File: config.mk
export PLATFORM = sky130hd
export DESIGN_NAME = drop_sequencer
export DESIGN_NICKNAME = d
export VERILOG_FILES = /design/src/rtl/drop_sequencer_pkg.sv /design/src/rtl/lfsr16.sv /design/src/rtl/drop_sequencer.sv
export SDC_FILE = /design/constraint.sdc
export NUM_CORES = 1
export LEC_CHECK = 0
export ABC_AREA = 1
export BUFFER_PORTS_ARGS = -buffer_cell sky130_fd_sc_hd__buf_4
export CAP_MARGIN = 10
export CORE_AREA = 2 2 117 119
export CTS_CLUSTER_SIZE = 16
export DETAILED_ROUTE_END_ITERATION = 10
export DIE_AREA = 0 0 119 121
export PLACE_DENSITY_LB_ADDON = 0.15
export SETUP_SLACK_MARGIN = 0.15
export SYNTH_ARGS = -nofsm -noshare
export SYNTH_HDL_FRONTEND = slang
export SYNTH_SLANG_ARGS = --single-unit
File: constraint.sdc
create_clock -name clk -period 3.7 [get_ports clk]
set_input_delay 0.555 -clock clk [delete_from_list [all_inputs] [get_ports clk]]
set_output_delay 0.555 -clock clk [all_outputs]
set_load 0.05 [all_outputs]
File: src/rtl/drop_sequencer_pkg.sv
// rtl/drop_sequencer_pkg.sv - shared state encodings, colour/LFSR constants and spawn helpers
package drop_sequencer_pkg;

    localparam logic [2:0] ST_IDLE  = 3'd0;
    localparam logic [2:0] ST_SPAWN = 3'd1;
    localparam logic [2:0] ST_FALL  = 3'd2;
    localparam logic [2:0] ST_CATCH = 3'd3;
    localparam logic [2:0] ST_MISS  = 3'd4;
    localparam logic [2:0] ST_OVER  = 3'd5;

    localparam logic [1:0]  COLOR_NONE = 2'b00;
    localparam logic [15:0] LFSR_TAPS  = 16'hB400;

    // Folds a 9-bit random value into [x_min, x_max] with a single compare-subtract.
    function automatic logic [9:0] spawn_x(input logic [8:0] r, input logic [9:0] x_min,
                                           input logic [9:0] x_max);
        logic [9:0] w_r;
        logic [9:0] w_span_m1;
        w_r       = {1'b0, r};
        w_span_m1 = x_max - x_min;
        if (w_r <= w_span_m1)
            return x_min + w_r;
        return x_min + w_r - w_span_m1 - 10'd1;
    endfunction

    function automatic logic [1:0] spawn_color(input logic [1:0] c);
        return (c == COLOR_NONE) ? 2'b01 : c;
    endfunction

endpackage

File: src/rtl/lfsr16.sv
// rtl/lfsr16.sv - free-running 16-bit Fibonacci LFSR, taps 16,14,13,11
module lfsr16
    import drop_sequencer_pkg::*;
#(
    parameter logic [15:0] SEED = 16'hACE1
) (
    input  logic        clk,
    input  logic        rst,
    output logic [15:0] q
);

    logic [15:0] r_q;

    always_ff @(posedge clk or posedge rst) begin
        if (rst)
            r_q <= SEED;
        else
            r_q <= {r_q[14:0], ^(r_q & LFSR_TAPS)};
    end

    assign q = r_q;

endmodule

File: src/rtl/drop_sequencer.sv
// rtl/drop_sequencer.sv - game-flow FSM: spawns, drops and scores falling blocks for the stack
module drop_sequencer
    import drop_sequencer_pkg::*;
#(
    parameter int          X_MIN      = 100,
    parameter int          X_MAX      = 490,
    parameter int          Y_START    = 0,
    parameter int          Y_FLOOR    = 420,
    parameter int          STEP       = 2,
    parameter int          LIVES      = 3,
    parameter int          MAX_BLOCKS = 16,
    parameter logic [15:0] LFSR_SEED  = 16'hACE1
) (
    input  logic        clk,
    input  logic        rst,
    input  logic        start,
    input  logic        tick,
    input  logic        collision,
    input  logic [9:0]  stack_height,
    output logic [9:0]  fall_x,
    output logic [9:0]  fall_y,
    output logic [1:0]  fall_color,
    output logic        fall_active,
    output logic        stack_clr,
    output logic [15:0] score,
    output logic [1:0]  lives,
    output logic        game_over
);

    logic [15:0] w_lfsr;
    logic [10:0] w_y_next;
    logic        w_unused_lfsr;

    logic [2:0]  r_state;
    logic [9:0]  r_fall_x;
    logic [9:0]  r_fall_y;
    logic [1:0]  r_fall_color;
    logic        r_fall_active;
    logic        r_stack_clr;
    logic [15:0] r_score;
    logic [1:0]  r_lives;
    logic        r_game_over;

    lfsr16 #(.SEED(LFSR_SEED)) u_lfsr (
        .clk (clk),
        .rst (rst),
        .q   (w_lfsr)
    );

    assign w_unused_lfsr = ^w_lfsr[15:11];
    // One spare bit so a wrap past 1023 still reads as reaching the floor.
    assign w_y_next = {1'b0, r_fall_y} + 11'(STEP);

    always_ff @(posedge clk or posedge rst) begin
        if (rst) begin
            r_state       <= ST_IDLE;
            r_fall_x      <= 10'(X_MIN);
            r_fall_y      <= 10'(Y_START);
            r_fall_color  <= COLOR_NONE;
            r_fall_active <= 1'b0;
            r_stack_clr   <= 1'b0;
            r_score       <= 16'd0;
            r_lives       <= 2'(LIVES);
            r_game_over   <= 1'b0;
        end else begin
            r_stack_clr <= 1'b0;
            case (r_state)
                ST_IDLE, ST_OVER: begin
                    r_fall_active <= 1'b0;
                    if (start) begin
                        r_stack_clr <= 1'b1;
                        r_score     <= 16'd0;
                        r_lives     <= 2'(LIVES);
                        r_game_over <= 1'b0;
                        r_state     <= ST_SPAWN;
                    end
                end
                ST_SPAWN: begin
                    r_fall_x      <= spawn_x(w_lfsr[8:0], 10'(X_MIN), 10'(X_MAX));
                    r_fall_color  <= spawn_color(w_lfsr[10:9]);
                    r_fall_y      <= 10'(Y_START);
                    r_fall_active <= 1'b1;
                    r_state       <= ST_FALL;
                end
                ST_FALL: begin
                    if (collision) begin
                        r_state <= ST_CATCH;
                    end else if (tick) begin
                        r_fall_y <= w_y_next[9:0];
                        if (w_y_next >= 11'(Y_FLOOR))
                            r_state <= ST_MISS;
                    end
                end
                ST_CATCH: begin
                    r_fall_active <= 1'b0;
                    if (r_score != 16'hFFFF)
                        r_score <= r_score + 16'd1;
                    if (stack_height >= 10'(MAX_BLOCKS)) begin
                        r_game_over <= 1'b1;
                        r_state     <= ST_OVER;
                    end else begin
                        r_state <= ST_SPAWN;
                    end
                end
                ST_MISS: begin
                    r_fall_active <= 1'b0;
                    if (r_lives <= 2'd1) begin
                        r_lives     <= 2'd0;
                        r_game_over <= 1'b1;
                        r_state     <= ST_OVER;
                    end else begin
                        r_lives <= r_lives - 2'd1;
                        r_state <= ST_SPAWN;
                    end
                end
                default: begin
                    r_fall_active <= 1'b0;
                    r_state       <= ST_IDLE;
                end
            endcase
        end
    end

    assign fall_x      = r_fall_x;
    assign fall_y      = r_fall_y;
    assign fall_color  = r_fall_color;
    assign fall_active = r_fall_active;
    assign stack_clr   = r_stack_clr;
    assign score       = r_score;
    assign lives       = r_lives;
    assign game_over   = r_game_over;

endmodule

==> results.tsv <==
stage	metric	value	unit
run_status	outcome	complete, no violations	
synth	Area contributors post-synth	dfrtp_1 37%, nand2_1 14%, dfstp_2 11%	
sta	final hold vios	0	
clock_network	clock-pin transition on the worst setup and hold timing paths	50	ps
detailed_routing	total wire length	7.81	mm
detailed_routing	Residual DRC	0	
sta	RSZ-0062 raised after global routing	no	
sta	final slew viol count	0	
detailed_routing	DR vias	2708	
setup_path	R2R setup slack	1720	ps
global_routing	met3 Use GR	0.0305	
global_routing	GR Layer Usage met1	0.147	
power_and_ir_drop	Pleak	2.03	nW
worst_hold_path	Hold Path Class	flop to flop	
clock_network	number of CTS-inserted buffers	9	
sta	fin crit share	0.535	
synth	syn_area_per_cell	8.08	µm²
setup_path	worst reg2reg startpoint	score[0]	
sta	Slew HR	0.441	
setup_path	worst-case reg-to-reg path depth	9	
placed_design	routability cong.	0.778	
setup_path	CP max stage delay	470	ps
setup_path	r2r endpoint	score[6]	
finish	Final Net Count	482	
power_and_ir_drop	Power Density	650	nW/µm²
setup_path	critical path depth in cells	9	
floorplan	I/O pin count	58	
synth	sequential element share of the synthesized area	0.476	
sta	setup violators final	0	
clock_network	cts repair resizes	0	
clock_network	Clock Latency Late Sink	330	ps
finish	layout cells sized above 1	0.226	
synth	leading area contributor after synthesis	dfrtp_1	
setup_path	most numerous cell on the critical path	nand3_1	
clock_network	CTS H-tree lvls	3	
setup_path	crit path to	score[6]	
setup_path	Worst Setup End Kind	flop	
detailed_routing	DR pass1 iterations	6	
synth	synth warn	0	
global_routing	largest net degree at the start of global routing	39	
clock_network	total setup buffers inserted after CTS	0	
global_routing	overall routing resource usage	0.117	
setup_path	critical path buffer and inverter count	1	
synth	top-area cell type share of the netlist area	0.371	
detailed_routing	wire per inst	12.2	µm
global_routing	total global routing overflow	0	
finish	most common cell after layout, fill and taps aside	nand2_1	
detailed_routing	vias per cell	4.22	
sta	Fin Setup TNS	0	ps
floorplan	Die W	119	µm
setup_path	kind of critical path	flop to flop	
clock_network	CTS max path bufs	2	
floorplan	Chip Height	121	µm
clock_network	Hold-fix buffers, CTS	0	
worst_hold_path	Hold Crit Depth	0	
sta	fin crit period	1980	ps
finish	commonest non-fill, non-tap cells in the layout	119 x nand2_1, 53 x buf_4, 48 x dfrtp_1	
power_and_ir_drop	VDD IR-drop max	0.240	mV
clock_network	CTS root buffer	clkbuf_16	
setup_path	Setup crit start kind	flop	
setup_path	Critical-path top delay cell	dfrtp_1	
floorplan	Initial Util	0.248	
placed_design	PortBufs	52	
global_routing	vias in the first global route	2785	
global_routing	first-pass GRT wire length	13.3	mm
synth	Syn Inst Count	401	
global_routing	initial antenna violation count	0	
finish	# diodes	0	
flow_run	max-cap violations	0	
floorplan	# rows	42	
floorplan	Core Box Area	13100	µm²
synth	flops & latches, synth	61	
global_routing	GRT Max-Usage Layer	met2	
sta	Clock Skew	6.87	ps
setup_path	CP arrival	2220	ps
synth	distinct cell type count after synthesis	34	
setup_path	cell family with most CP delay	simple AND/OR/NAND/NOR gates	
floorplan	Die Area	14400	µm²
placed_design	hpwl dp	5.57	mm
sta	WHS	370	ps
detailed_routing	Detailed Route Iter0 Violations	193	
clock_network	Clock Sinks	61	
synth	Cell Area, Synth	3240	µm²
clock_network	CTS tree	built	
setup_path	worst-path fanout max	18	
detailed_routing	post-route ant nets	0	
setup_path	CP Data Required Time	3940	ps
synth	Mapped Nets	423	
sta	worst slew pin tran	838	ps
global_routing	met2 usage	0.190	
setup_path	Critical Path Source	score[0]	
sta	fmax	0.505	GHz
finish	synthesis-to-layout area growth	27.8	%
setup_path	critical path cell sequence	ha_1 > nand3_1 > nor3_2 > nand3_1 > nand2_2 > nand2_4 > inv_2 > nand2_1 > o21ai_0	
==> kinds of logic after synthesis <==
family	share of synthesized area
AOI/OAI and AO/OA	0.0730
xor gates and xnor gates	0.0487
adders and majority gates	0.0270
buffers and inverters	0.0745
DFF	0.476
other	0.00116
and+or+nand+nor	0.299
==> metal layers <==
layer / up-vias / part of all wire
met1: 1249 / 0.48
met5: - / 0
met3: 8 / 0.036
li1: 1407 / -
met4: 0 / 0.014
met2: 44 / 0.47
==> worst reg2reg max path, cell delays in order, from the launching register on <==
cell and delay, ps:
dfrtp_1 470, ha_1 310, nand3_1 160, nor3_2 290, nand3_1 140, nand2_2 100
nand2_4 130, inv_2 180, nand2_1 60, o21ai_0 70
==> metrics by stage <==
stage               instance area, µm²  instances  power, mW  utilization  setup WS (ps)
CTS                               4140        641       2.74        0.317           1700
floorplan                         3240        401       1.57            -           1650
finish                            4140        641       2.69        0.317           1720
global placement                  3810        625       1.79        0.292           1740
global route                      4140        641       2.85        0.317           1510
detailed placement                3810        625       1.80        0.292           1710
==> cell type report <==
class,count,area (µm²)
Clock buffer,12,256
Clock inverter,4,70.1
Fill cell,1378,8940
Inverter,53,199
Multi-Input combinational cell,282,1460
Sequential cell,61,1540
Tap cell,176,220
Timing Repair Buffer,53,398
==> report_power, final <==
group | total, mW | internal, mW | switching (mW)
clock network | 0.929 | 0.624 | 0.305
logic | 0.889 | 0.249 | 0.640
registers | 0.875 | 0.774 | 0.101
==> worst min-delay path by stage <==
stage | start | to | slack, ps
2_1_floorplan | u_lfsr.q[14] | u_lfsr.q[15] | 330
3_3_place_gp | u_lfsr.q[14] | u_lfsr.q[15] | 340
3_5_place_dp | u_lfsr.q[14] | u_lfsr.q[15] | 350
4_1_cts | u_lfsr.q[14] | u_lfsr.q[15] | 380
5_1_grt | u_lfsr.q[14] | u_lfsr.q[15] | 390
6_report | u_lfsr.q[14] | u_lfsr.q[15] | 370
==> state kept, by name, summed over array words and instances (netlist names) <==
signal / count
fall_active: 1
fall_color: 2
fall_x: 10
fall_y: 9
game_over: 1
lives: 2
r_state: 3
score: 16
stack_clr: 1
u_lfsr.q: 16
==> cells in the mapped netlist (all sizes together) <==
library cell  number
o21ai             18
xor2              14
nor3               8
or2                2
nand3             35
o22a               1
clkinv             1
o22ai             11
o21a               1
xnor2              4
conb               1
o21bai             1
nor2              37
dfrtp             48
buf                5
inv               52
nand2            124
ha                 7
nand4             10
dfstp             13
a21oi              8
(Power assumes the default switching activity.)
